$ cat config.mk
export PLATFORM = sky130hd
export DESIGN_NAME = adder_pipe
export DESIGN_NICKNAME = d
export VERILOG_FILES = /design/src/rtl/adder_pkg.sv /design/src/rtl/adder_pipe_slice.sv /design/src/rtl/adder_pipe.sv
export SDC_FILE = /design/constraint.sdc
export NUM_CORES = 1
export LEC_CHECK = 0
export BUFFER_PORTS_ARGS = -buffer_cell sky130_fd_sc_hd__buf_2
export CAP_MARGIN = 10
export CORE_AREA = 2 2 107 109
export DETAILED_ROUTE_END_ITERATION = 16
export DIE_AREA = 0 0 109 111
export PLACE_DENSITY = 0.61
export SETUP_SLACK_MARGIN = 0.1
export SLEW_MARGIN = 20
export SYNTH_ARGS = -nofsm -noshare
export SYNTH_HDL_FRONTEND = slang
export SYNTH_SLANG_ARGS = --single-unit
$ cat constraint.sdc
create_clock -name clk -period 3.07 [get_ports clk]
set_input_delay 0.1535 -clock clk [delete_from_list [all_inputs] [get_ports clk]]
set_output_delay 0.1535 -clock clk [all_outputs]
set_load 0.005 [all_outputs]
$ cat src/rtl/adder_pkg.sv
// Shared types and helpers for the pipelined adder.
//   adder_op_e      : operation select (add / subtract)
//   stages()        : number of pipeline stages for a given data/chunk width
//   DEF_DATA_WIDTH  : default operand width
//   DEF_CHUNK_WIDTH : default bits added per stage
package adder_pkg;

  typedef enum logic {OP_ADD, OP_SUB} adder_op_e;

  localparam int unsigned DEF_DATA_WIDTH  = 16;
  localparam int unsigned DEF_CHUNK_WIDTH = 4;

  function automatic int unsigned stages(input int unsigned data_width,
                                         input int unsigned chunk_width);
    return data_width / chunk_width;
  endfunction

endpackage

$ cat src/rtl/adder_pipe_slice.sv
// One pipeline stage of the chunked adder: adds a CHUNK_WIDTH slice plus carry and
// registers the sum chunk, the carry out and the signed-overflow indication of the slice.
// Ports:
//   clk, rst_n      : clock, synchronous active-low reset
//   en              : stage advance; registers hold when low
//   a, b, c_in      : slice operands (b already inverted for subtract) and carry in
//   sum, c_out, ovf : registered slice sum, carry out and signed overflow
module adder_pipe_slice #(
  parameter int unsigned CHUNK_WIDTH = 4
) (
  input  logic                   clk,
  input  logic                   rst_n,
  input  logic                   en,
  input  logic [CHUNK_WIDTH-1:0] a,
  input  logic [CHUNK_WIDTH-1:0] b,
  input  logic                   c_in,
  output logic [CHUNK_WIDTH-1:0] sum,
  output logic                   c_out,
  output logic                   ovf
);

  logic [CHUNK_WIDTH:0]   full;
  logic                   c_msb;
  logic [CHUNK_WIDTH-1:0] sum_q;
  logic                   c_out_q;
  logic                   ovf_q;

  always_comb begin
    full  = {1'b0, a} + {1'b0, b} + {{CHUNK_WIDTH{1'b0}}, c_in};
    // Carry into the MSB recovered from the MSB sum bit; overflow is carry-in xor carry-out
    // there. Only meaningful for the slice holding the word MSB.
    c_msb = full[CHUNK_WIDTH-1] ^ a[CHUNK_WIDTH-1] ^ b[CHUNK_WIDTH-1];
  end

  always_ff @(posedge clk) begin
    if (!rst_n) begin
      sum_q   <= '0;
      c_out_q <= 1'b0;
      ovf_q   <= 1'b0;
    end else if (en) begin
      sum_q   <= full[CHUNK_WIDTH-1:0];
      c_out_q <= full[CHUNK_WIDTH];
      ovf_q   <= c_msb ^ full[CHUNK_WIDTH];
    end
  end

  assign sum   = sum_q;
  assign c_out = c_out_q;
  assign ovf   = ovf_q;

endmodule

$ cat src/rtl/adder_pipe.sv
// Pipelined add/subtract unit with valid/ready handshaking on both sides.
// DATA_WIDTH is split into CHUNK_WIDTH slices, one slice per stage, carry registered
// between stages; latency is DATA_WIDTH/CHUNK_WIDTH cycles at one operation per cycle.
// The whole pipe stalls when the output holds a result the consumer has not taken.
// Optional build macro: ADDER_PIPE_SAT_EN -- saturate sum to the signed limit on overflow.
// Ports:
//   clk, rst_n           : clock, synchronous active-low reset
//   in_valid, in_ready   : operand handshake
//   a, b, c_in, sub      : operands, carry in (add only), 1 = subtract
//   out_valid, out_ready : result handshake
//   sum, c_out, ovf      : result, carry out (no-borrow in subtract), signed overflow
module adder_pipe
  import adder_pkg::*;
#(
  parameter int unsigned DATA_WIDTH  = DEF_DATA_WIDTH,
  parameter int unsigned CHUNK_WIDTH = DEF_CHUNK_WIDTH
) (
  input  logic                  clk,
  input  logic                  rst_n,
  input  logic                  in_valid,
  output logic                  in_ready,
  input  logic [DATA_WIDTH-1:0] a,
  input  logic [DATA_WIDTH-1:0] b,
  input  logic                  c_in,
  input  logic                  sub,
  output logic                  out_valid,
  input  logic                  out_ready,
  output logic [DATA_WIDTH-1:0] sum,
  output logic                  c_out,
  output logic                  ovf
);

  localparam int unsigned STAGES = stages(DATA_WIDTH, CHUNK_WIDTH);

  adder_op_e             op;
  logic                  advance;
  logic [DATA_WIDTH-1:0] b_eff;
  logic                  c_first;

  logic [STAGES-1:0]     valid_q;
  // Operand bits not yet consumed, shifted so the next stage's chunk sits at bit 0.
  logic [DATA_WIDTH-1:0] a_skew_q [STAGES];
  logic [DATA_WIDTH-1:0] b_skew_q [STAGES];
  // Sum chunks already completed by earlier stages, kept in their final bit positions.
  logic [DATA_WIDTH-1:0] lo_q     [STAGES];
  logic [DATA_WIDTH-1:0] stage_sum [STAGES];

  logic [CHUNK_WIDTH-1:0] slice_a   [STAGES];
  logic [CHUNK_WIDTH-1:0] slice_b   [STAGES];
  logic [STAGES-1:0]      slice_ci;
  logic [CHUNK_WIDTH-1:0] chunk_sum [STAGES];
  logic [STAGES-1:0]      chunk_c;
  logic [STAGES-1:0]      chunk_ovf;

  logic [DATA_WIDTH-1:0] sum_raw;

  assign op       = sub ? OP_SUB : OP_ADD;
  assign advance  = !out_valid || out_ready;
  assign in_ready = advance;

  always_comb begin
    b_eff   = b;
    c_first = c_in;
    if (op == OP_SUB) begin
      b_eff   = ~b;
      c_first = 1'b1;
    end
  end

  for (genvar s = 0; s < STAGES; s++) begin : g_stage
    if (s == 0) begin : g_first
      assign slice_a[s]  = a[CHUNK_WIDTH-1:0];
      assign slice_b[s]  = b_eff[CHUNK_WIDTH-1:0];
      assign slice_ci[s] = c_first;
    end else begin : g_rest
      assign slice_a[s]  = a_skew_q[s-1][CHUNK_WIDTH-1:0];
      assign slice_b[s]  = b_skew_q[s-1][CHUNK_WIDTH-1:0];
      assign slice_ci[s] = chunk_c[s-1];
    end

    adder_pipe_slice #(
      .CHUNK_WIDTH (CHUNK_WIDTH)
    ) u_slice (
      .clk   (clk),
      .rst_n (rst_n),
      .en    (advance),
      .a     (slice_a[s]),
      .b     (slice_b[s]),
      .c_in  (slice_ci[s]),
      .sum   (chunk_sum[s]),
      .c_out (chunk_c[s]),
      .ovf   (chunk_ovf[s])
    );

    assign stage_sum[s] = lo_q[s] | (DATA_WIDTH'(chunk_sum[s]) << (s * CHUNK_WIDTH));
  end

  always_ff @(posedge clk) begin
    if (!rst_n) begin
      valid_q <= '0;
      for (int s = 0; s < STAGES; s++) begin
        a_skew_q[s] <= '0;
        b_skew_q[s] <= '0;
        lo_q[s]     <= '0;
      end
    end else if (advance) begin
      valid_q[0]  <= in_valid;
      a_skew_q[0] <= a >> CHUNK_WIDTH;
      b_skew_q[0] <= b_eff >> CHUNK_WIDTH;
      lo_q[0]     <= '0;
      for (int s = 1; s < STAGES; s++) begin
        valid_q[s]  <= valid_q[s-1];
        a_skew_q[s] <= a_skew_q[s-1] >> CHUNK_WIDTH;
        b_skew_q[s] <= b_skew_q[s-1] >> CHUNK_WIDTH;
        lo_q[s]     <= stage_sum[s-1];
      end
    end
  end

  assign sum_raw   = stage_sum[STAGES-1];
  assign out_valid = valid_q[STAGES-1];
  assign c_out     = chunk_c[STAGES-1];
  assign ovf       = chunk_ovf[STAGES-1];

`ifdef ADDER_PIPE_SAT_EN
  // On overflow the raw MSB is the inverse of the true sign: MSB set means the true
  // result is positive.
  always_comb begin
    sum = sum_raw;
    if (ovf) begin
      sum = sum_raw[DATA_WIDTH-1] ? {1'b0, {(DATA_WIDTH-1){1'b1}}}
                                  : {1'b1, {(DATA_WIDTH-1){1'b0}}};
    end
  end
`else
  assign sum = sum_raw;
`endif

endmodule

==> results.py <==
metrics = {
    "floorplanning": {
        "core_area_um2": 11080,
        "rows": 39,
        "pin_count": 58,
        "fp.dieH_um": 111,
        "die_x_um": 109,
        "dieArea_um2": 12100,
        "initial_core_util_pct": 38.79,
    },
    "critical_path": {
        "rrSetupSlack_ns": 0.62,
        "cp-start-kind": "flip-flop",
        "cp.arrival_ns": 2.74,
        "required_ns": 3.36,
        "critical_path_class": "flip-flop to flip-flop",
        "crit_fanout": 3,
        "end_kind": "flip-flop",
    },
    "clocking": {
        "cts_tree": "yes",
        "cts.sinks": 97,
        "path_clk_slew_ns": 0.07,
        "insertion_delay_ns": 0.34,
        "cts_buffers": 9,
        "cts_hold_buffers": 0,
        "h-tree-depth": 3,
        "clockBufferDepth": 2,
        "ctsResizeCount": 0,
        "cts_setup_buffers": 0,
        "root_buffer": "clkbuf_16",
    },
    "place": {
        "dp.cells": 516,
        "gpl.final_weighted_congestion": 0.7123,
        "portBuffers": 57,
        "hpwl_mm": 4.532,
    },
    "sta": {
        "setup_viol": 0,
        "rsz0062_at_grt": "false",
        "hold_viol_final": 0,
        "max_clock_freq_mhz": 408.4,
        "finalSetupTns_ns": 0,
        "maxSlewViolCount": 0,
        "maxSlewHeadroom_pct": 38.30,
        "period_share_pct": 79.76,
        "fin_skew_ns": 0.005744,
        "worst_pin_slew_ns": 0.9256,
        "period_minus_slack_ns": 2.449,
    },
    "detailed_routing": {
        "drtIter0Drc": 100,
        "routedWlPerCell_um": 13.51,
        "totalWireLength_mm": 7.186,
        "ant_nets": 0,
        "dr.pass1.iters": 4,
        "drc_errors": 0,
        "routed_via_density": 4.805,
        "via_count": 2556,
    },
    "cells_and_area": {
        "fin_nets": 442,
        "num-fill-cells": 1011,
        "finalNonFillerCells": 532,
        "drive_gt1_share_pct": 21.59,
        "area_growth_pct": 16.34,
        "num_antenna_cells": 0,
    },
    "synthesis": {
        "ys_ff_latch": 97,
        "yosysWarnings": 0,
        "avgSynthCellArea_um2": 12.67,
        "ys.flop_type": "edfxtp_1",
        "synth_edf_count": 72,
        "syn_inst": 339,
        "syn-num-nets": 397,
        "synth_seq_area_share_pct": 61.97,
        "syn-cell-area_um2": 4297,
        "synth.distinct_cells": 36,
        "async_flop_share_pct": 0,
    },
    "power": {
        "switching_share_pct": 22.47,
        "p_seq_share_pct": 52.2,
        "combPwrFrac_pct": 8.4,
        "clkPwrFrac_pct": 39.4,
        "leakage_nw": 2.404,
        "intPower_mw": 2.269,
        "p_sw_mw": 0.6576,
        "p_per_area_nw_per_um2": 585.5,
        "power_mw": 2.927,
        "peakVddDrop_mv": 0.3078,
    },
    "grt": {
        "grt_pass1_wl_mm": 11.94,
        "grt_usage_pct": 12.99,
        "grt_max_degree": 73,
        "grt_overflow": 0,
        "antenna_found_initial": 0,
        "grt_pass1_vias": 2516,
    },
    "flow_run": {
        "cap_violations": 0,
    },
    "hold_path": {
        "worstHoldPathType": "input port to flip-flop",
    },
    "run_status": {
        "status": "finished clean",
    },
}
logic make-up after synthesis:
family	after synthesis	synth area share [%]
flops	97	61.97
xor+xnor	21	4.281
buf+inv	36	3.640
fa+ha+maj	20	7.222
simple gates	121	15.52
compound gates	44	7.368
path summary, 6_finish.rpt:
check        cells past startpoint                         to                       from
max                              6     g_stage[3].u_slice.ovf            a_skew_q[0][24]
min                              3                 valid_q[0]                   in_valid
max reg2reg                      6     g_stage[3].u_slice.ovf            a_skew_q[0][24]
min reg2reg                      2  g_stage[1].u_slice.sum[2]  g_stage[1].u_slice.sum[2]
through the flow:
stage | hold slack (ns) | worst slack [ns] | utilization, % | cell area [µm²]
2_1_floorplan | 0.3009 | 0.2555 | - | 4297
3_3_place_gp | 0.4161 | 0.6772 | 42.32 | 4688
3_5_place_dp | 0.4144 | 0.6245 | 42.32 | 4688
4_1_cts | 0.04673 | 0.6045 | 45.13 | 4999
5_1_grt | 0.09136 | 0.5338 | 45.13 | 4999
6_report | 0.05415 | 0.6214 | 45.13 | 4999
registers in the layout, indices dropped and copies added, names as in the netlist:
| signal | count |
|---|---|
| a_skew_q | 24 |
| b_skew_q | 24 |
| lo_q | 24 |
| g_stage.u_slice.sum | 16 |
| g_stage.u_slice.c_out | 4 |
| valid_q | 4 |
| g_stage.u_slice.ovf | 1 |
worst max-delay path, cell delays in order, from the launching register on:
cell and delay, ns:
edfxtp_1 0.40, fa_1 0.47, fa_1 0.41, and3_4 0.20, or3_4 0.38, a2111o_1 0.44
nand3_2 0.09
area by class of cell:
type | count | area [µm²] | share of cell area (%)
multi-input cells | 206 | 1485 | 29.71
repair buffers | 61 | 327.8 | 6.558
well taps | 143 | 178.9 | 3.579
clock inverters | 7 | 85.08 | 1.702
flip-flops and latches | 97 | 2663 | 53.27
clock buffers | 9 | 225.2 | 4.506
inverters | 9 | 33.78 | 0.6758
metal layers:
| layer | vias up | GRT usage [%] | share of wire, % |
|---|---|---|---|
| met4 | 0 | 5.470 | 1.5 |
| met1 | 1199 | 16.85 | 46 |
| li1 | 1299 | - | - |
| met3 | 10 | 3.527 | 4.2 |
| met5 | - | 0 | 0 |
| met2 | 48 | 20.37 | 48 |
power by group through the flow:
stage          clock, mW  combinational (mW)  sequential (mW)
2_1_floorplan          0               0.174             1.55
3_3_place_gp           0               0.243             1.55
3_5_place_dp           0               0.250             1.56
4_1_cts             1.19               0.252             1.53
5_1_grt             1.23               0.284             1.54
6_report            1.15               0.247             1.53
placed cells by master (no fill, tap or decap), drive strengths merged, types with 2 or more instances in the layout:
| cell | synthesis | final |
|---|---|---|
| xnor2 | 16 | 16 |
| a21o | 4 | 4 |
| clkbuf | 18 | 9 |
| nor2 | 16 | 16 |
| inv | 9 | 12 |
| o31ai | 3 | 3 |
| edfxtp | 72 | 72 |
| a21oi | 7 | 7 |
| fa | 8 | 8 |
| and3 | 62 | 62 |
| a21boi | 9 | 9 |
| clkinvlp | 0 | 2 |
| ha | 12 | 12 |
| nand3 | 5 | 5 |
| nor3 | 3 | 3 |
| buf | 9 | 61 |
| o211a | 6 | 6 |
| nand2 | 26 | 26 |
| dfxtp | 25 | 25 |
| o21ai | 7 | 7 |
| xor2 | 5 | 5 |
| o21a | 5 | 5 |
| nor2b | 4 | 4 |
| and2 | 2 | 2 |
Yosys cell counts (2+ instances only):
library cell  instances  area, µm²
a21boi_0              8      60.06
a21o_1                4      30.03
a21oi_1               7      35.03
and2_1                2      12.51
and3_1               60      375.4
buf_2                 5      25.02
buf_4                 4      30.03
clkbuf_1             18      67.56
dfxtp_1              25      500.5
edfxtp_1             72       2162
fa_1                  8      160.2
ha_1                 12      150.1
inv_1                 8      30.03
nand2_1              25      93.84
nand3_1               4      20.02
nor2_1               16      60.06
nor2b_1               4      25.02
nor3_1                3      15.01
o211a_1               6      60.06
o21a_1                5      37.54
o21ai_0               7      35.03
o31ai_1               3      22.52
xnor2_1              16      140.1
xor2_1                5      43.79
Note: power is estimated with default switching activity, not from simulation.
